File: config.mk
export PLATFORM = sky130hd
export DESIGN_NAME = gmii_rx_word_packer_flat
export DESIGN_NICKNAME = d
export VERILOG_FILES = /design/src/rtl/eth_rx_pkg.sv /design/src/rtl/gmii_rx_word_packer_if.sv /design/src/rtl/gmii_rx_word_packer_byte_lane_packer.sv /design/src/rtl/gmii_rx_word_packer.sv /design/src/flat_wrapper.sv
export SDC_FILE = /design/constraint.sdc
export NUM_CORES = 1
export LEC_CHECK = 0
export CORE_MARGIN = 4
export CORE_UTILIZATION = 60
export CTS_BUF_LIST = sky130_fd_sc_hd__clkbuf_8
export CTS_CLUSTER_DIAMETER = 60
export DETAILED_ROUTE_END_ITERATION = 6
export GPL_TIMING_DRIVEN = 0
export MAX_ROUTING_LAYER = met4
export PLACE_DENSITY = 0.88
export SLEW_MARGIN = 10
export SYNTH_ARGS = -nofsm -noshare
export SYNTH_HDL_FRONTEND = slang
export SYNTH_HIERARCHICAL = 1
export SYNTH_SLANG_ARGS = --single-unit
File: constraint.sdc
create_clock -name clk -period 4.14 [get_ports clk]
set_input_delay 1.035 -clock clk [delete_from_list [all_inputs] [get_ports clk]]
set_output_delay 1.035 -clock clk [all_outputs]
set_load 0.01 [all_outputs]
File: src/rtl/eth_rx_pkg.sv
// Shared definitions for the GMII receive word packer.
//   PREAMBLE_BYTE / SFD_BYTE : GMII framing bytes.
//   rx_state_e               : receive framing state machine encoding.
//   rx_status_t / RX_STATUS_W: per-word status bundle in default-build widths
//                              (DATA_W=32, MAX_FRAME_BYTES=1518). RX_STATUS_W
//                              sizes the status_i input of data_status_pipeline.
package eth_rx_pkg;

  localparam logic [7:0] PREAMBLE_BYTE = 8'h55;
  localparam logic [7:0] SFD_BYTE      = 8'hD5;

  localparam int unsigned DEF_DATA_W          = 32;
  localparam int unsigned DEF_BYTES           = DEF_DATA_W / 8;
  localparam int unsigned DEF_MAX_FRAME_BYTES = 1518;
  localparam int unsigned DEF_LEN_W           = $clog2(DEF_MAX_FRAME_BYTES + 1);

  typedef enum logic [1:0] {
    WAIT_IDLE,
    IDLE,
    PREAMBLE,
    PAYLOAD
  } rx_state_e;

  typedef struct packed {
    logic                 sof;
    logic                 eof;
    logic                 err;
    logic [DEF_BYTES-1:0] keep;
    logic [DEF_LEN_W-1:0] frame_len;
  } rx_status_t;

  localparam int unsigned RX_STATUS_W = $bits(rx_status_t);

endpackage

File: src/rtl/gmii_rx_word_packer_if.sv
// Packed-word output bus of gmii_rx_word_packer.
//   data_o      : packed word, lane 0 [7:0] is the earliest byte
//   valid_o     : word and status valid this cycle
//   sof_o/eof_o : first / last word of a frame
//   err_o       : frame error (meaningful with eof_o)
//   keep_o      : per-lane byte valid
//   frame_len_o : payload byte count (meaningful with eof_o)
// master: packer side (drives). slave: downstream consumer.
interface gmii_rx_word_packer_if #(
  parameter int unsigned DATA_W = 32,
  parameter int unsigned LEN_W  = 11
) ();
  localparam int unsigned BYTES = DATA_W / 8;

  logic [DATA_W-1:0] data_o;
  logic              valid_o;
  logic              sof_o;
  logic              eof_o;
  logic              err_o;
  logic [BYTES-1:0]  keep_o;
  logic [LEN_W-1:0]  frame_len_o;

  modport master (
    output data_o, valid_o, sof_o, eof_o, err_o, keep_o, frame_len_o
  );

  modport slave (
    input data_o, valid_o, sof_o, eof_o, err_o, keep_o, frame_len_o
  );
endinterface

File: src/rtl/gmii_rx_word_packer_byte_lane_packer.sv
// byte_lane_packer: little-endian byte-to-word assembly.
//   clk, rst : clock, synchronous active-high reset
//   clear_i  : drop the held word and restart at lane 0 (has priority)
//   push_i   : byte_i goes into the next lane; if the held word is full it is
//              replaced by a fresh word holding byte_i in lane 0
//   word_o   : held word, unfilled lanes are zero
//   fill_o   : number of filled lanes (0..BYTES); BYTES means a complete word
//              is being held until the owner decides whether it is the last
module byte_lane_packer #(
  parameter  int unsigned DATA_W = 32,
  localparam int unsigned BYTES  = DATA_W / 8,
  localparam int unsigned FILL_W = $clog2(BYTES + 1)
) (
  input  logic              clk,
  input  logic              rst,
  input  logic              clear_i,
  input  logic              push_i,
  input  logic [7:0]        byte_i,
  output logic [DATA_W-1:0] word_o,
  output logic [FILL_W-1:0] fill_o
);

  logic [DATA_W-1:0] word_q, word_d;
  logic [FILL_W-1:0] fill_q, fill_d;

  always_comb begin
    word_d = word_q;
    fill_d = fill_q;
    if (clear_i) begin
      word_d = '0;
      fill_d = '0;
    end else if (push_i) begin
      if (fill_q == FILL_W'(BYTES)) begin
        word_d      = '0;
        word_d[7:0] = byte_i;
        fill_d      = FILL_W'(1);
      end else begin
        for (int unsigned i = 0; i < BYTES; i++) begin
          if (fill_q == FILL_W'(i)) word_d[i*8 +: 8] = byte_i;
        end
        fill_d = fill_q + FILL_W'(1);
      end
    end
  end

  always_ff @(posedge clk) begin
    if (rst) begin
      word_q <= '0;
      fill_q <= '0;
    end else begin
      word_q <= word_d;
      fill_q <= fill_d;
    end
  end

  assign word_o = word_q;
  assign fill_o = fill_q;

endmodule

File: src/rtl/gmii_rx_word_packer.sv
// gmii_rx_word_packer: strips GMII preamble/SFD and packs payload bytes
// little-endian into DATA_W-bit words with per-word frame status.
//   clk, rst        : 125 MHz GMII clock, synchronous active-high reset
//   gmii_rxd_i      : GMII receive byte
//   gmii_rx_dv_i    : GMII data valid
//   gmii_rx_er_i    : GMII receive error
//   out_if (master) : data_o/valid_o/sof_o/eof_o/err_o/keep_o/frame_len_o
// Optional build macro GMII_PACKER_PREAMBLE_CHECK_EN: require exactly seven
// 0x55 bytes before the SFD; any other preamble silently drops the frame.
module gmii_rx_word_packer
  import eth_rx_pkg::*;
#(
  parameter int unsigned DATA_W          = 32,
  parameter int unsigned MIN_FRAME_BYTES = 64,
  parameter int unsigned MAX_FRAME_BYTES = 1518
) (
  input  logic                         clk,
  input  logic                         rst,
  input  logic [7:0]                   gmii_rxd_i,
  input  logic                         gmii_rx_dv_i,
  input  logic                         gmii_rx_er_i,
  gmii_rx_word_packer_if.master        out_if
);

  localparam int unsigned BYTES  = DATA_W / 8;
  localparam int unsigned LEN_W  = $clog2(MAX_FRAME_BYTES + 1);
  localparam int unsigned FILL_W = $clog2(BYTES + 1);

  // GMII inputs are registered first; the FSM works on the registered copy,
  // which places the last/not-last decision one edge after the byte arrives
  // and the word output one edge after that.
  logic [7:0]        rxd_q, rxd_d;
  logic              dv_q, dv_d;
  logic              er_q, er_d;

  rx_state_e         state_q, state_d;
  logic [LEN_W-1:0]  cnt_q, cnt_d;
  logic              frame_err_q, frame_err_d;
  logic              sof_pend_q, sof_pend_d;
`ifdef GMII_PACKER_PREAMBLE_CHECK_EN
  logic [2:0]        pre_cnt_q, pre_cnt_d;
`endif

  logic [DATA_W-1:0] data_q, data_d;
  logic              valid_q, valid_d;
  logic              sof_q, sof_d;
  logic              eof_q, eof_d;
  logic              out_err_q, out_err_d;
  logic [BYTES-1:0]  keep_q, keep_d;
  logic [LEN_W-1:0]  len_q, len_d;

  logic              pk_clear, pk_push;
  logic [DATA_W-1:0] pk_word;
  logic [FILL_W-1:0] pk_fill;
  logic [BYTES-1:0]  keep_mask;
  logic              start, emit, emit_eof, emit_err;
  logic [LEN_W-1:0]  emit_len;

  byte_lane_packer #(.DATA_W(DATA_W)) u_lanes (
    .clk     (clk),
    .rst     (rst),
    .clear_i (pk_clear),
    .push_i  (pk_push),
    .byte_i  (rxd_q),
    .word_o  (pk_word),
    .fill_o  (pk_fill)
  );

  always_comb begin
    keep_mask = '0;
    for (int unsigned i = 0; i < BYTES; i++) begin
      keep_mask[i] = (FILL_W'(i) < pk_fill);
    end
  end

  always_comb begin
    rxd_d       = gmii_rxd_i;
    dv_d        = gmii_rx_dv_i;
    er_d        = gmii_rx_er_i;
    state_d     = state_q;
    cnt_d       = cnt_q;
    frame_err_d = frame_err_q;
    sof_pend_d  = sof_pend_q;
`ifdef GMII_PACKER_PREAMBLE_CHECK_EN
    pre_cnt_d   = pre_cnt_q;
`endif
    start    = 1'b0;
    pk_clear = 1'b0;
    pk_push  = 1'b0;
    emit     = 1'b0;
    emit_eof = 1'b0;
    emit_err = 1'b0;
    emit_len = '0;

    case (state_q)
      WAIT_IDLE: if (!dv_q) state_d = IDLE;

      IDLE: if (dv_q) begin
        if (rxd_q == PREAMBLE_BYTE) begin
          state_d = PREAMBLE;
`ifdef GMII_PACKER_PREAMBLE_CHECK_EN
          pre_cnt_d = 3'd1;
`endif
        end else if (rxd_q == SFD_BYTE) begin
`ifdef GMII_PACKER_PREAMBLE_CHECK_EN
          state_d = WAIT_IDLE;
`else
          start = 1'b1;
`endif
        end else begin
          state_d = WAIT_IDLE;
        end
      end

      PREAMBLE: begin
        if (!dv_q) begin
          state_d = IDLE;
        end else if (rxd_q == PREAMBLE_BYTE) begin
`ifdef GMII_PACKER_PREAMBLE_CHECK_EN
          if (pre_cnt_q == 3'd7) state_d = WAIT_IDLE;
          else                   pre_cnt_d = pre_cnt_q + 3'd1;
`endif
        end else if (rxd_q == SFD_BYTE) begin
`ifdef GMII_PACKER_PREAMBLE_CHECK_EN
          if (pre_cnt_q == 3'd7) start = 1'b1;
          else                   state_d = WAIT_IDLE;
`else
          start = 1'b1;
`endif
        end else begin
          state_d = WAIT_IDLE;
        end
      end

      PAYLOAD: begin
        if (!dv_q) begin
          // End of frame: flush whatever is held; an empty frame emits nothing.
          state_d  = IDLE;
          pk_clear = 1'b1;
          emit     = (pk_fill != '0);
          emit_eof = 1'b1;
          emit_err = frame_err_q | (cnt_q < LEN_W'(MIN_FRAME_BYTES));
          emit_len = cnt_q;
        end else if (cnt_q == LEN_W'(MAX_FRAME_BYTES)) begin
          // Byte MAX+1: discard it and close the frame as oversize.
          state_d  = WAIT_IDLE;
          pk_clear = 1'b1;
          emit     = (pk_fill != '0);
          emit_eof = 1'b1;
          emit_err = 1'b1;
          emit_len = cnt_q;
        end else begin
          // Another byte proves the held full word is not the last one.
          pk_push = 1'b1;
          cnt_d   = cnt_q + LEN_W'(1);
          if (er_q) frame_err_d = 1'b1;
          emit    = (pk_fill == FILL_W'(BYTES));
        end
      end

      default: state_d = WAIT_IDLE;
    endcase

    if (start) begin
      state_d     = PAYLOAD;
      cnt_d       = '0;
      frame_err_d = 1'b0;
      sof_pend_d  = 1'b1;
      pk_clear    = 1'b1;
    end

    valid_d   = 1'b0;
    data_d    = '0;
    sof_d     = 1'b0;
    eof_d     = 1'b0;
    out_err_d = 1'b0;
    keep_d    = '0;
    len_d     = '0;
    if (emit) begin
      valid_d    = 1'b1;
      data_d     = pk_word;
      sof_d      = sof_pend_q;
      eof_d      = emit_eof;
      out_err_d  = emit_err;
      keep_d     = emit_eof ? keep_mask : '1;
      len_d      = emit_len;
      sof_pend_d = 1'b0;
    end
  end

  always_ff @(posedge clk) begin
    if (rst) begin
      rxd_q       <= '0;
      dv_q        <= 1'b0;
      er_q        <= 1'b0;
      state_q     <= WAIT_IDLE;
      cnt_q       <= '0;
      frame_err_q <= 1'b0;
      sof_pend_q  <= 1'b0;
`ifdef GMII_PACKER_PREAMBLE_CHECK_EN
      pre_cnt_q   <= '0;
`endif
      data_q      <= '0;
      valid_q     <= 1'b0;
      sof_q       <= 1'b0;
      eof_q       <= 1'b0;
      out_err_q   <= 1'b0;
      keep_q      <= '0;
      len_q       <= '0;
    end else begin
      rxd_q       <= rxd_d;
      dv_q        <= dv_d;
      er_q        <= er_d;
      state_q     <= state_d;
      cnt_q       <= cnt_d;
      frame_err_q <= frame_err_d;
      sof_pend_q  <= sof_pend_d;
`ifdef GMII_PACKER_PREAMBLE_CHECK_EN
      pre_cnt_q   <= pre_cnt_d;
`endif
      data_q      <= data_d;
      valid_q     <= valid_d;
      sof_q       <= sof_d;
      eof_q       <= eof_d;
      out_err_q   <= out_err_d;
      keep_q      <= keep_d;
      len_q       <= len_d;
    end
  end

  assign out_if.data_o      = data_q;
  assign out_if.valid_o     = valid_q;
  assign out_if.sof_o       = sof_q;
  assign out_if.eof_o       = eof_q;
  assign out_if.err_o       = out_err_q;
  assign out_if.keep_o      = keep_q;
  assign out_if.frame_len_o = len_q;

endmodule

File: src/flat_wrapper.sv
// flat-port wrapper written by rule: the top's interface ports become plain ports
module gmii_rx_word_packer_flat import eth_rx_pkg::*;
#(
  parameter int unsigned DATA_W          = 32,
  parameter int unsigned MIN_FRAME_BYTES = 64,
  parameter int unsigned MAX_FRAME_BYTES = 1518
)
  (clk, rst, gmii_rxd_i, gmii_rx_dv_i, gmii_rx_er_i, out_if_data_o, out_if_valid_o, out_if_sof_o, out_if_eof_o, out_if_err_o, out_if_keep_o, out_if_frame_len_o);
  gmii_rx_word_packer_if #(.DATA_W(DATA_W), .LEN_W((11))) out_if_i ();
  input  logic clk;
  input  logic rst;
  input  logic [7:0] gmii_rxd_i;
  input  logic gmii_rx_dv_i;
  input  logic gmii_rx_er_i;
  output wire logic [$bits(out_if_i.data_o)-1:0] out_if_data_o;
  output wire logic [$bits(out_if_i.valid_o)-1:0] out_if_valid_o;
  output wire logic [$bits(out_if_i.sof_o)-1:0] out_if_sof_o;
  output wire logic [$bits(out_if_i.eof_o)-1:0] out_if_eof_o;
  output wire logic [$bits(out_if_i.err_o)-1:0] out_if_err_o;
  output wire logic [$bits(out_if_i.keep_o)-1:0] out_if_keep_o;
  output wire logic [$bits(out_if_i.frame_len_o)-1:0] out_if_frame_len_o;
  assign out_if_data_o = out_if_i.data_o;
  assign out_if_valid_o = out_if_i.valid_o;
  assign out_if_sof_o = out_if_i.sof_o;
  assign out_if_eof_o = out_if_i.eof_o;
  assign out_if_err_o = out_if_i.err_o;
  assign out_if_keep_o = out_if_i.keep_o;
  assign out_if_frame_len_o = out_if_i.frame_len_o;
  gmii_rx_word_packer #(.DATA_W(DATA_W), .MIN_FRAME_BYTES(MIN_FRAME_BYTES), .MAX_FRAME_BYTES(MAX_FRAME_BYTES)) u_core (.clk(clk), .rst(rst), .gmii_rxd_i(gmii_rxd_i), .gmii_rx_dv_i(gmii_rx_dv_i), .gmii_rx_er_i(gmii_rx_er_i), .out_if(out_if_i));
endmodule
**Word-level counts from Yosys, hierarchy flattened**

Index checks and enable logic that the tools add are counted.

- Mux-type cells: 35
- Equality and inequality tests: 14
- Magnitude comparators: 5
- Bitwise logic cells: 4
- $add $sub $neg: 2
- Reductions and logical operators: 20

Operators by type and width:

| operator | number |
|---|---|
| 32-bit two-way mux | 1 |
| 8-bit two-way mux | 4 |
| 11-bit two-way mux | 2 |
| 2-bit two-way mux | 9 |
| 1-bit two-way mux | 16 |
| 11-bit by 1-bit adder with 11-bit output, second input constant | 1 |
| 11-bit equality test, second input constant | 1 |
| 11-bit by 7-bit < comparator with 1-bit output, second input constant | 1 |
| 2-bit OR reduction | 5 |
| 8-bit by 7-bit equality test with 1-bit output, second input constant | 1 |
| 8-bit equality test, second input constant | 1 |
| 4-bit inequality test, second input constant | 2 |
| 2-bit case mux with 4 select lines | 1 |
| 2-bit AND reduction | 4 |
| 4-bit AND reduction | 2 |
| 2-bit nonzero test | 4 |
| 3-bit by 2-bit equality test with 1-bit output, second input constant | 2 |
| 1-bit by 3-bit < comparator with 1-bit output, first input constant | 2 |
| 2-bit by 3-bit < comparator with 1-bit output, first input constant | 2 |
| 2-bit equality test, second input constant | 2 |
| 4-bit two-way mux | 1 |
| 3-bit by 1-bit adder with 3-bit output, second input constant | 1 |
| 3-bit by 1-bit equality test with 1-bit output, second input constant | 1 |
| 3-bit equality test, second input constant | 1 |
| 11 further kinds | 13 |

- Output and inout bits: 51
- Bits in registers: 111
- Bits of input ports: 12
- Word-level logic and storage cells: 99

**Longest topological paths before layout**

Gate-level depths: netlist of run 1.

- Depth in word-level cells: 7
- Depth in mapped cells: 10

**Hierarchy**

Netlist of run 1, hierarchy kept.

Modules (own cells, without submodules):

| module | area each (µm²) | times used | cells each | sequential area each (µm²) |
|---|---|---|---|---|
| gmii_rx_word_packer | 2,706.3 | 1 | 244 | 1,521.5 |
| byte_lane_packer | 1,380.1 | 1 | 120 | 700.7 |

**Least setup slack after synthesis of run 1**

OpenSTA, ideal clock, no wires.

- Kind: register to register
- From: register u_core.cnt_q[1]
- To: register u_core.u_lanes.word_q[24] (netlist: u_core/u_lanes/word_o[24])
- Arrival: 1,988 ps
- Required time: 4,023 ps
- Cell stages (with the launch flop): 9
- Path slack: 2,035 ps
- Clock period less this slack: 2,105 ps
- Path through: dfxtp_1 -> ha_1 -> nand4bb_2 -> o311ai_4 -> inv_1 -> buf_4 -> and3b_2 -> buf_2 -> a32o_2

- Elaborated cells between the ends (all ways): 10

RTL lines:

| what | RTL line | source |
|---|---|---|
| start: declaration | gmii_rx_word_packer.sv:37 | `logic [LEN_W-1:0] cnt_q, cnt_d;` |
| start signal: assignment | gmii_rx_word_packer.sv:215 | `cnt_q <= cnt_d;` |
| 11-bit equality test | gmii_rx_word_packer.sv:144 | `end else if (cnt_q == LEN_W'(MAX_FRAME_BYTES)) begin` |
| 1-bit two-way mux | gmii_rx_word_packer.sv:144 |  |
| 1-bit two-way mux | gmii_rx_word_packer.sv:136 | `if (!dv_q) begin` |
| 1-bit two-way mux | gmii_rx_word_packer.sv:95 | `case (state_q)` |
| net u_core.pk_push | gmii_rx_word_packer.sv:52 | `logic pk_clear, pk_push;` |
| 2-bit AND reduction (no source line) | n/a |  |
| end signal: assignment | gmii_rx_word_packer_byte_lane_packer.sv:51 | `word_q <= word_d;` |
| end: declaration | gmii_rx_word_packer_byte_lane_packer.sv:23 | `logic [DATA_W-1:0] word_q, word_d;` |

The timed path passes the listed nets, and every way through them passes these cells.
A chain may end at the register's enable or synchronous reset.

**Final worst setup path of run 1**

- From: register u_core.cnt_q[0]
- To: register u_core.u_lanes.word_q[31] (netlist: u_core/u_lanes/word_o[31])

The elaborated chain is that of the path after synthesis.

==> results of run 1 <==
-- per-layer routing --
layer	part of all wire [%]	vias to the layer above
met5	0	-
met4	1.9	0
met3	6.2	20
met2	48	104
met1	44	1442
li1	-	1441
-- logic make-up (layout without fill, tap and decap cells) --
logic type | count (synthesis) | count (layout) | synth area share [%]
and+or+nand+nor | 133 | 133 | 19.44
adders and majority gates | 10 | 10 | 3.062
DFF | 111 | 111 | 54.38
AOI/OAI and AO/OA | 71 | 71 | 16.41
buffers and inverters | 28 | 105 | 3.858
muxes | 4 | 4 | 1.347
xor gates and xnor gates | 7 | 7 | 1.500
-- worst paths after layout --
kind / from / to / slack, ns
max reg2reg: u_core/cnt_q[0] / u_core/u_lanes/word_o[31] / 1.71
max: u_core/cnt_q[0] / u_core/u_lanes/word_o[31] / 1.71
min: u_core/u_lanes/word_o[0] / u_core/u_lanes/word_o[0] / 0.46
min reg2reg: u_core/u_lanes/word_o[0] / u_core/u_lanes/word_o[0] / 0.46
-- where the power goes --
group	total [mW]	internal, mW	switching (mW)
Sequential	1.09	1.07	0.0138
Combinational	0.0604	0.0282	0.0321
Clock	0.655	0.287	0.368
Total	1.80	1.39	0.414
-- cell usage after synthesis (all sizes together), types with 2 or more instances --
cell type,count
clkbuf,5
a32o,24
a211oi,3
nor3b,2
and2,41
xor2,2
o31ai,3
a2111oi,2
o31a,2
nor4,2
a311oi,2
o211ai,2
xnor2,5
and4,2
inv,10
nor2,16
and3b,3
nor3,2
mux2,3
ha,10
o21ba,2
nand3,15
o21ai,4
buf,12
and3,4
dfxtp,111
o21a,2
nor2b,11
a21oi,17
a31oi,2
nand4,3
nand2,19
and4b,2
or3,3
or4,3
-- worst min-delay path, delay by kind of cell (launching register included) --
kind / cells / cell delay, ns
DFF: 1 / 0.32
AOI/OAI and AO/OA: 1 / 0.05
and+or+nand+nor: 1 / 0.05
-- cell type report --
cell class / count / share of cell area [%]
sequential: 111 / 44.38
buffer: 18 / 2.399
inverter: 10 / 0.7496
multi-input combinational: 225 / 34.08
clock buffer: 9 / 2.474
timing repair buffer: 62 / 12.39
tap: 77 / 1.924
clock inverter: 6 / 1.599
-- flip-flops by register name (all words and copies together) (netlist names) --
name,cells
u_core/out_if.frame_len_o,11
u_core/out_if.keep_o,4
u_core/out_if.eof_o,1
u_core/out_if.sof_o,1
u_core/u_lanes/word_o,32
u_core/out_if.valid_o,1
u_core/sof_pend_q,1
u_core/u_lanes/fill_o,3
u_core/dv_q,1
u_core/rxd_q,8
u_core/out_if.data_o,32
u_core/out_if.err_o,1
u_core/cnt_q,11
u_core/er_q,1
u_core/frame_err_q,1
u_core/state_q,2
-- layout by cell type, fill, tap and decap left out, types with 2 or more instances in the layout --
cell type	synthesis	layout
dfxtp_1	111	111
clkdlybuf4s50_1	0	62
and2_1	40	40
a32o_2	24	24
nand2_1	19	19
nand3_1	15	15
nor2_1	15	15
a21oi_1	14	14
nor2b_1	11	11
clkbuf_8	1	10
inv_1	10	10
ha_1	10	10
buf_2	6	6
xnor2_1	5	5
buf_4	4	4
clkbuf_1	4	4
a211oi_1	3	3
or4_1	3	3
o21ai_0	3	3
and3b_2	3	3
mux2_4	3	3
a21oi_4	3	3
inv_6	0	2
and3_2	2	2
nor3b_1	2	2
or3_1	2	2
buf_6	2	2
a31oi_1	2	2
o31ai_1	2	2
a311oi_1	2	2
o211ai_1	2	2
o31a_1	2	2
o21a_1	2	2
and3_1	2	2
nor3_1	2	2
nor4_1	2	2
xor2_1	2	2
nand4_1	2	2
a2111oi_2	2	2
==> metrics.md, run 1 <==
| Metric | Value |
|---|---|
| Status | `finished, final reports clean` |
| Setup Fix Bufs, Post-CTS | `0` |
| Clock period minus worst slack | `roughly 2.4 ns` |
| IO Pins | `63` |
| DR WL/cell | `16.76 um` |
| Worst Clk Skew | `0.01739 ns` |
| Power Total | `roughly 1.8 mW` |
| Clock Tree Buf Depth | `2` |
| Worst VDD drop | `0.0002415 V` |
| Total number of vias | `approximately 3000` |
| Worst-path fanout max | `10` |
| Top cell type's share of synthesized area | `54.38%` |
| EDFF count, synth | `0` |
| Routed wire length | `approximately 8.7 mm` |
| Final WS setup | `roughly 1.7 ns` |
| FF+latch count, synth | `111` |
| Worst hold stages | `2` |
| Initial core utilization | `roughly 63%` |
| Post-Layout Cell Count | `approximately 520` |
| Die width | `90.53 um` |
| Lkg Pwr | `between 2 and 2.5 nW` |
| Rel. slew slack | `55.65%` |
| Cell mode on critical path | `inv_1` |
| WP buf/inv | `4` |
| Peak Freq | `0.4112 GHz` |
| Fin. max-slew vios | `0` |
| First-pass GRT wire length | `roughly 14 mm` |
| Core Area | `around 6500 um^2` |
| All-Layer GR Usage | `between 20% and 30%` |
| Worst skew pair latency | `0.37 ns` |
| Final period util | `58.74%` |
| Clk root buf | `clkbuf_8` |
| Post-Syn Instances | `364` |
| Netlist cell types | `a little over 60` |
| Critical-path cell list | `inv_1 > ha_1 > nand4bb_2 > o311ai_4 > inv_1 > buf_4 > and3b_2 > buf_2 > a32o_2` |
| Critical path type | `flop to flop` |
| Worst EP required | `around 4.4 ns` |
| Pre-CTS setup slack | `1.421 ns` |
| Post-Place Cell Area | `4803 um^2` |
| IO Port Bufs | `62` |
| Async SR Flop Fraction | `0%` |
| Slew at the pin with the worst max-slew slack | `around 0.66 ns` |
| Area of the multi-input gates | `approximately 1700 um^2` |
| Syn. warnings | `6` |
| Share of layout cells above drive strength 1 | `17.69%` |
| Die Span Y | `roughly 90 um` |
| Final hold violations | `0` |
| GP Congestion | `between 0.8 and 0.9` |
| Syn avg cell area | `11.23 um^2` |
| Final Util | `between 70% and 80%` |
| Congestion Overflow GR | `0` |
| Max-cap violation count | `0` |
| Final hold slack | `between 0.4 and 0.5 ns` |
| Syn Std Cell Area | `roughly 4000 um^2` |
| Initial antenna violation count | `0` |
| Setup TNS | `0 ns` |
| Die area | `a little over 8000 um^2` |
| Hold-fix buffers, CTS | `0` |
| Nets | `459` |
| M1 GR Usage | `approximately 28%` |
| Worst stage delay on the critical path | `around 0.4 ns` |
| Pwr Density | `between 300 and 400 nW/um^2` |
| Worst setup EP type | `flop` |
| Vias in the first global route | `between 2000 and 3000` |
| Filler cell count | `between 400 and 500` |
| DPL Wire Length | `5.901 mm` |
| Met3 Track Usage GR | `a little under 5%` |
| Syn Nets | `just under 400` |
| DRT Pass-1 Iters | `4` |
| R2R depth | `9` |
| CP Data Arrival Time | `~2.7 ns` |
| Critical path launch point type | `flop` |
| FF/Latch Area | `approximately 2200 um^2` |
| H-tree depth | `3` |
| Post_cts resized | `0` |
| FP Rows | `29` |
| Remaining routing DRC violations | `0` |
| Clk slew on worst S/H paths | `approximately 0.10 ns` |
| Critical path depth | `9` |
| Hold Path Class | `flop to flop` |
| RSZ-0062 raised after global routing | `no` |
| Most Crowded Layer GR | `met2` |
| # clock sinks | `between 100 and 150` |
| Inserted Diodes | `0` |
| Final antenna-violating net count | `0` |
| Sequential area share after synthesis | `54.38%` |
| Post-route cell area | `between 5000 and 6000 um^2` |
| Crit-path slowest cell | `dfxtp_1` |
| TritonCTS buffer count | `9` |
| Met2 Track Usage GR | `between 30% and 40%` |
| Vias per inst | `just under 6` |
| Finish-stage setup viols | `0` |
| Synth area leaders | `dfxtp_1, a32o_2, and2_1` |
| Placed Cells | `503` |
| Largest net degree at the start of global routing | `20` |
| Largest area contributor in the netlist | `dfxtp_1` |
| Dominant synthesized flop cell | `dfxtp_1` |
| CTS tree | `yes` |
| Synth-to-Final Area Change | `22.54%` |
| Initial DRC Count | `approximately 160` |
| Top delay family on crit path | `buffers and inverters` |
Note: power is estimated with default switching activity, not from simulation.
==> run 2, diff against run 1 <==
--- a/config.mk
+++ b/config.mk
@@ -6,13 +6,13 @@
 export NUM_CORES = 1
 export LEC_CHECK = 0
 export CORE_MARGIN = 4
-export CORE_UTILIZATION = 60
+export CORE_UTILIZATION = 50
 export CTS_BUF_LIST = sky130_fd_sc_hd__clkbuf_8
 export CTS_CLUSTER_DIAMETER = 60
 export DETAILED_ROUTE_END_ITERATION = 6
 export GPL_TIMING_DRIVEN = 0
 export MAX_ROUTING_LAYER = met4
-export PLACE_DENSITY = 0.88
+export PLACE_DENSITY = 0.78
 export SLEW_MARGIN = 10
 export SYNTH_ARGS = -nofsm -noshare
 export SYNTH_HDL_FRONTEND = slang
==> constraint.sdc (replaced) <==
create_clock -name clk -period 2.1 [get_ports clk]
set_input_delay 0.525 -clock clk [delete_from_list [all_inputs] [get_ports clk]]
set_output_delay 0.525 -clock clk [all_outputs]
set_load 0.01 [all_outputs]
==> run 2 against run 1 <==
Core utilization shrank 12 points. Setup slack worse by 1.6 ns. Combinational power grew 110%. Routed wire length is 6.2% lower. Critical endpoint is now u_core/u_lanes/word_o[30]. Worst hold slack worse by 0.00056 ns. Highest routed layer unchanged. Clock-buffer cell count stayed put. Clock power rose by 73%. Via count shrank 3.4%. Critical path type unchanged.
==> metrics.md, run 2 (same netlist as run 1, synthesis figures left out) <==
| Metric | Value |
|---|---|
| Most common cell after layout, fill and taps aside | `dfxtp_1` |
| Status | `finished, final reports clean` |
| Share of layout cells above drive strength 1 | `about a fifth` |
| Worst stage delay on the critical path | `about 0.36 ns` |
| CP Data Arrival Time | `roughly 2.3 ns` |
| WP buf/inv | `3` |
| Clk root buf | `clkbuf_8` |
| Peak Freq | `0.4932 GHz` |
| Commonest non-fill, non-tap cells in the layout | `dfxtp_1, clkdlybuf4s50_1, and2_1, a32o_2, nand2_1` |
| IO Pins | `between 60 and 70` |
| Post-route cell area | `slightly above 5000 um^2` |
| Pwr Density | `roughly 670 nW/um^2` |
| Remaining routing DRC violations | `0` |
| Congestion Overflow GR | `0` |
| Worst-path fanout max | `10` |
| Final antenna-violating net count | `0` |
| Fin. max-slew vios | `0` |
| FP Rows | `32` |
| Initial antenna violation count | `0` |
| Crit-path slowest cell | `dfxtp_4` |
| Die Span Y | `around 98 um` |
| Critical path launch point type | `flop` |
| Top delay family on crit path | `compound AO/OA/AOI/OAI gates` |
| Total number of vias | `between 2000 and 3000` |
| Crit path launch | `u_core/cnt_q[0]` |
| First-pass GRT wire length | `approximately 13 mm` |
| Critical-path cell list | `inv_1 > ha_4 > nand4bb_4 > o311ai_4 > inv_2 > buf_6 > and3b_2 > a32o_2` |
| Worst skew pair latency | `0.36 ns` |
| Synth-to-Final Area Change | `24.71%` |
| DR WL/cell | `14.94 um` |
| Clk slew on worst S/H paths | `about 0.10 ns` |
| Crit Reg-Reg Startpoint | `u_core/cnt_q[0]` |
| Post-Layout Cell Count | `545` |
| # clock sinks | `around 110` |
| Hold-fix buffers, CTS | `0` |
| Post-Place Cell Area | `~4800 um^2` |
| Routed wire length | `~8.1 mm` |
| Die width | `between 90 and 100 um` |
| Initial core utilization | `between 50% and 60%` |
| Critical path type | `flop to flop` |
| Placed Cells | `528` |
| Inserted Diodes | `0` |
| All-Layer GR Usage | `17.18%` |
| DPL Wire Length | `slightly below 6 mm` |
| Hold Path Class | `flop to flop` |
| Clock period minus worst slack | `2.027 ns` |
| Power Total | `3.394 mW` |
| Final hold violations | `0` |
| Finish-stage setup viols | `0` |
| CTS tree | `yes` |
| H-tree depth | `3` |
| IO Port Bufs | `slightly above 60` |
| Min-delay src | `u_core/u_lanes/word_o[7]` |
| Lkg Pwr | `between 2 and 2.5 nW` |
| Worst setup EP type | `flop` |
| Final WS setup | `about 0.073 ns` |
| Worst Clk Skew | `~0.011 ns` |
| Max-cap violation count | `0` |
| Pre-CTS setup slack | `-0.2471 ns` |
| Core Area | `7848 um^2` |
| TritonCTS buffer count | `9` |
| Worst VDD drop | `between 0.0004 and 0.0005 V` |
| Vias in the first global route | `around 2700` |
| Initial DRC Count | `approximately 180` |
| Final Util | `64.94%` |
| DRT Pass-1 Iters | `4` |
| Vias per inst | `~5.3` |
| Final period util | `a little over nine tenths` |
| Clock Tree Buf Depth | `2` |
| Largest net degree at the start of global routing | `19` |
| Rel. slew slack | `roughly 68%` |
| Nets | `461` |
| Worst EP required | `approximately 2.4 ns` |
| Slew at the pin with the worst max-slew slack | `0.4738 ns` |
| GP Congestion | `0.9317` |
| Die area | `~9700 um^2` |
-- run 2: cell count changes in the layout (fill, tap and decap cells not counted), sizes merged --
cell / delta
clkinv: +1
bufinv: -1
clkbuf: -1
buf: +3
-- run 2: metrics by stage --
stage | hold slack (ns) | TNS (ns)
final | 0.4565 | 0
after global routing | 0.4761 | -0.3629
after CTS | 0.4590 | 0
after detailed placement | 0.4448 | -6.401
after global placement | 0.4397 | -5.213
after floorplan | 0.4296 | 0
-- run 2: final timing paths --
kind / cells after the start / slack [ns] / to
setup / recovery: 8 / 0.07 / u_core/u_lanes/word_o[30]
hold / removal: 2 / 0.46 / u_core/u_lanes/word_o[7]
setup reg to reg: 8 / 0.07 / u_core/u_lanes/word_o[30]
hold reg to reg: 2 / 0.46 / u_core/u_lanes/word_o[7]
-- run 2: final cells by class --
| class | count | area (um^2) |
|---|---|---|
| buffer | 14 | 113.9 |
| multi-input combinational | 225 | 1748 |
| inverter | 10 | 37.54 |
| tap | 102 | 127.6 |
| timing repair buffer | 68 | 665.6 |
| clock buffer | 9 | 123.9 |
| clock inverter | 6 | 48.80 |
| fill | 656 | 2751 |
| sequential | 111 | 2231 |
-- run 2: where the power goes --
group	switching [mW]	internal [mW]	total (mW)
sequential	0.0273	2.12	2.14
clock	0.690	0.435	1.13
combinational	0.0647	0.0605	0.125
total	0.782	2.61	3.39
-- run 2: timing repair --
action                                  in CTS  in global routing
resized for setup                            5                 14
hold endpoints to repair                     0                  0
pin swaps                                    1                  2
setup buffers                                2                  4
endpoints found under the setup margin      34                 45
-- run 2: worst reg2reg max path, stage by stage, from the launching register on --
cell       delay (ns)
dfxtp_4          0.36
inv_1            0.10
ha_4             0.16
nand4bb_4        0.16
o311ai_4         0.34
inv_2            0.09
buf_6            0.16
and3b_2          0.27
a32o_2           0.28
-- run 2: per-layer routing --
metal / part of all wire [%] / wire length [um] / global-route usage [%]
met3: 5.4 / 441 / 4.000
met5: 0 / 0 / -
met2: 47 / 3808 / 25.79
met4: 1.1 / 91 / 4.937
met1: 47 / 3800 / 23.25
==> patch 1: new RTL, config.mk and constraints of run 1 <==
Register the inputs `gmii_rxd_i`, `gmii_rx_dv_i` and `gmii_rx_er_i` before use. The logic sees them one clock later. The other inputs are not delayed to match.
--- a/src/rtl/gmii_rx_word_packer.sv
+++ b/src/rtl/gmii_rx_word_packer.sv
@@ -28,2 +28,12 @@
 
+  logic [7:0] gmii_rxd_q;
+  logic gmii_rx_dv_q;
+  logic gmii_rx_er_q;
+
+  always_ff @(posedge clk) begin
+    gmii_rxd_q   <= gmii_rxd_i;
+    gmii_rx_dv_q <= gmii_rx_dv_i;
+    gmii_rx_er_q <= gmii_rx_er_i;
+  end
+
   // GMII inputs are registered first; the FSM works on the registered copy,
@@ -76,5 +86,5 @@
   always_comb begin
-    rxd_d       = gmii_rxd_i;
-    dv_d        = gmii_rx_dv_i;
-    er_d        = gmii_rx_er_i;
+    rxd_d       = gmii_rxd_q;
+    dv_d        = gmii_rx_dv_q;
+    er_d        = gmii_rx_er_q;
     state_d     = state_q;
Formal check against the unedited RTL: not equivalent (Yosys sat finds a counterexample within 10 cycles, from zero or initial values and one cycle with rst high).
==> patch 1 against run 1 <==
Setup slack worse by 140 ps; first-iteration DRC count up 15%; final area up 5.6%; non-clock buffer count did not move; combinational power rose by 5.3%; sequential cell count increased by 10; total power rose by 32%; routed wire length fell by 2.4%; synthesized area rose by 1.2%; maximum frequency is 5.4% lower; largest power group unchanged.
==> patch 1: results (changes against run 1) <==
stage	metric	value	unit	change
clock_tree	H-tree Lvls	4		was 3
critical_path	Max stage delay on crit path	480	ps	was 390 ps
grt	Total GRT Usage	21.7	%	was 22.0%
clock_tree	clock-pin transition on the worst setup and hold timing paths	70	ps	was 100 ps
sta	Peak Freq	0.389	GHz	was 0.411 GHz
grt	vias in the first global route	2864		was 2838
critical_path	Worst R2R Setup Slack	1570	ps	was 1710 ps
drt	DRT Pass-1 Iters	5		was 4
sta	Worst Skew	9.18	ps	was 17.4 ps
critical_path	Slowest-stage cell, CP	dfxtp_1		unchanged
grt	M1 GR Usage	23.8	%	was 27.5%
yosys	XOR/XNOR share of the synthesized area	2.12	%	was 1.50%
clock_tree	Max Root-Sink Buffers	2		unchanged
yosys	sequential area share after synthesis	58.6	%	was 54.4%
final_layout	Filler cells	381		was 444
clock_tree	clk_lat worst skew	420	ps	was 370 ps
final_layout	share of cells above drive strength 1	19.0	%	was 17.7%
grt	M3 GR Usage	7.69	%	was 4.92%
final_layout	Final nets	467		was 459
yosys	adder-cell share of the synthesized area	3.33	%	was 3.06%
pwr	Leak	2.18	nW	was 2.02 nW
yosys	top cells by area, synth	dfxtp_1, a32o_2, and2_1		unchanged
hold_path	hold path depth	1		was 2
drt	DR iter-0 viols	187		was 163
yosys	synth warn	6		unchanged
yosys	post-synthesis compound-gate area fraction	12.3	%	was 16.4%
clock_tree	Num CTS Buffers	17		was 9
grt	largest net degree at the start of global routing	17		was 20
place	RePlAce Congestion	0.856		was 0.897
drt	via count	2976		was 3007
outcome	status	finished clean		unchanged
critical_path	critical path data arrival time	2940	ps	was 2710 ps
grt	GR Util met2	37.0	%	was 35.0%
sta	Slew headroom	54.5	%	was 55.6%
critical_path	crit-path leading delay family	simple AND/OR/NAND/NOR gates		was buffers and inverters
yosys	synth unique cells	51		was 62
critical_path	worst setup path end	u_core/u_lanes/word_o[11]$_SDFFE_PP0P_		was u_core/u_lanes/word_o[31]$_SDFFE_PP0P_
drt	drt wl/cell	15.9	um	was 16.8 um
place	dpl hpwl	5.59	mm	was 5.90 mm
-- patch 1: through the flow --
stage / hold slack, ps / util (%) / cell area (um^2) / std cells
after floorplan: 414 / - / 4140 / 363
after global placement: 419 / 74.3 / 4850 / 502
after detailed placement: 429 / 74.3 / 4850 / 502
after CTS: 441 / 81.0 / 5290 / 534
after global routing: 453 / 81.0 / 5290 / 534
final: 437 / 81.0 / 5290 / 534
-- patch 1: final cells by class --
class	count	share of cell area, %
plain buffers	18	1.92
clock buffers	17	4.42
clock inverters	15	3.81
inverters	8	0.568
multi-input cells	216	29.9
flip-flops and latches	121	45.8
well taps	77	1.82
repair buffers	62	11.7
-- patch 1: power breakdown --
group	internal [mW]	switching, mW	total, mW
logic	0.0307	0.0329	0.0636
registers	1.18	0.0133	1.19
clock network	0.658	0.460	1.12
total	1.86	0.507	2.37
-- patch 1: per-layer routing --
layer	wire [um]	share of wire (%)	vias up
met5	0	0	-
met4	103	1.2	0
met3	511	6.0	16
met2	4450	53	106
met1	3410	40	1425
li1	-	-	1429
==> patch 2: new RTL, flow settings as in run 1 <==
Without the edit above. Build with the macro `GMII_PACKER_PREAMBLE_CHECK_EN` defined.
--- a/src/rtl/gmii_rx_word_packer.sv
+++ b/src/rtl/gmii_rx_word_packer.sv
@@ -9,2 +9,4 @@
 // 0x55 bytes before the SFD; any other preamble silently drops the frame.
+`define GMII_PACKER_PREAMBLE_CHECK_EN
+
 module gmii_rx_word_packer
Behaviour: not the same (a bounded check fails within 10 cycles, from zero or initial values and one cycle with rst high).
==> patch 2 against run 1 <==
Final area is 4.5% higher; cell count is 5.8% higher; combinational power rose by 65%; largest power group unchanged; synthesized area increased by 0.49%; setup slack worse by 270 ps; global-route usage increased by 1.2 points; total power up 26%; critical endpoint is now u_core/out_if.data_o[22]$_SDFF_PP0_; sequential cell count increased by 3; routed wire length is 4.6% higher; non-clock buffer count is 4 higher; maximum frequency shrank 10%.
==> patch 2: results (changes against run 1) <==
stage	metric	value	unit	change
outcome	status	finished clean		unchanged
pwr	Leak	2.10	nW	was 2.02 nW
grt	vias in the first global route	2984		was 2838
drt	via count	3227		was 3007
final_layout	Cell Count, Final, Fillers Out	548		was 518
place	RePlAce Congestion	0.850		was 0.897
yosys	mux cell area share after synthesis	1.34	%	was 1.35%
yosys	syn avg cell area	10.9	um^2	was 11.2 um^2
yosys	synth unique cells	52		was 62
place	pre-CTS WS	993	ps	was 1420 ps
yosys	post-synthesis compound-gate area fraction	17.1	%	was 16.4%
grt	Total GRT Usage	23.2	%	was 22.0%
pwr	Net Sw Power	0.496	mW	was 0.414 mW
grt	largest net degree at the start of global routing	17		was 20
clock_tree	Num CTS Buffers	17		was 9
yosys	adder-cell share of the synthesized area	2.44	%	was 3.06%
yosys	Mapped Nets	398		was 386
yosys	synth cell count leaders	dfxtp_1, and2_1, a32o_2		unchanged
grt	first-pass GRT wire length	14.7	mm	was 14.1 mm
place	dpl cell area	4820	um^2	was 4800 um^2
sta	Worst Skew	9.43	ps	was 17.4 ps
critical_path	Max stage delay on crit path	460	ps	was 390 ps
critical_path	critical path data arrival time	3060	ps	was 2710 ps
critical_path	Reg2Reg Depth	8		was 9
yosys	XOR/XNOR share of the synthesized area	0.427	%	was 1.50%
clock_tree	clk_lat worst skew	420	ps	was 370 ps
final_layout	Filler cells	375		was 444
yosys	sequential area share after synthesis	55.6	%	was 54.4%
drt	DR iter-0 viols	325		was 163
place	placed cells	517		was 503
place	dpl hpwl	5.88	mm	was 5.90 mm
final_layout	share of cells above drive strength 1	19.1	%	was 17.7%
drt	drt wl/cell	16.6	um	was 16.8 um
drt	DRT Pass-1 Iters	5		was 4
pwr	Worst VDD drop	324	uV	was 241 uV
-- patch 2: cell count changes after synthesis, moves of 4 or more --
cell	delta
buf_2	+4
a21oi_1	+8
nor2b_1	+4
or3_1	+5
o21ai_0	+6
-- patch 2: power by group through the flow --
| stage | Combinational (mW) | Clock, mW | Sequential [mW] |
|---|---|---|---|
| 2_1_floorplan | 0.0703 | 0 | 1.14 |
| 3_3_place_gp | 0.0922 | 0 | 1.14 |
| 3_5_place_dp | 0.0962 | 0 | 1.14 |
| 4_1_cts | 0.0977 | 1.07 | 1.12 |
| 5_1_grt | 0.107 | 1.12 | 1.12 |
| 6_report | 0.0998 | 1.06 | 1.12 |
-- patch 2: final cells by class --
type                       count  share of cell area (%)
buffer                        22                    2.53
clock buffer                  20                    5.26
clock inverter                11                    2.61
inverter                       9                   0.645
multi-input combinational    233                    31.7
sequential                   114                    43.6
tap                           77                    1.84
timing repair buffer          62                    11.9
-- patch 2: path summary, 6_finish.rpt --
kind                                                       startpoint                                      to  slack, ps
worst max-delay path                                              rst     u_core/out_if.data_o[22]$_SDFF_PP0_       1440
worst min-delay path            u_core/u_lanes/word_o[2]$_SDFFE_PP0P_   u_core/u_lanes/word_o[2]$_SDFFE_PP0P_        460
worst max register to register           u_core/cnt_q[0]$_SDFFE_PP0P_  u_core/u_lanes/word_o[14]$_SDFFE_PP0P_       1580
worst min register to register  u_core/u_lanes/word_o[2]$_SDFFE_PP0P_   u_core/u_lanes/word_o[2]$_SDFFE_PP0P_        460
-- patch 2: routing by layer --
metal | vias to the layer above | global-route usage, % | routed length, um
li1 | 1520 | - | -
met1 | 1532 | 28.4 | 3850
met4 | 0 | 10.1 | 148
met5 | - | - | 0
met3 | 20 | 5.83 | 600
met2 | 155 | 36.4 | 4480
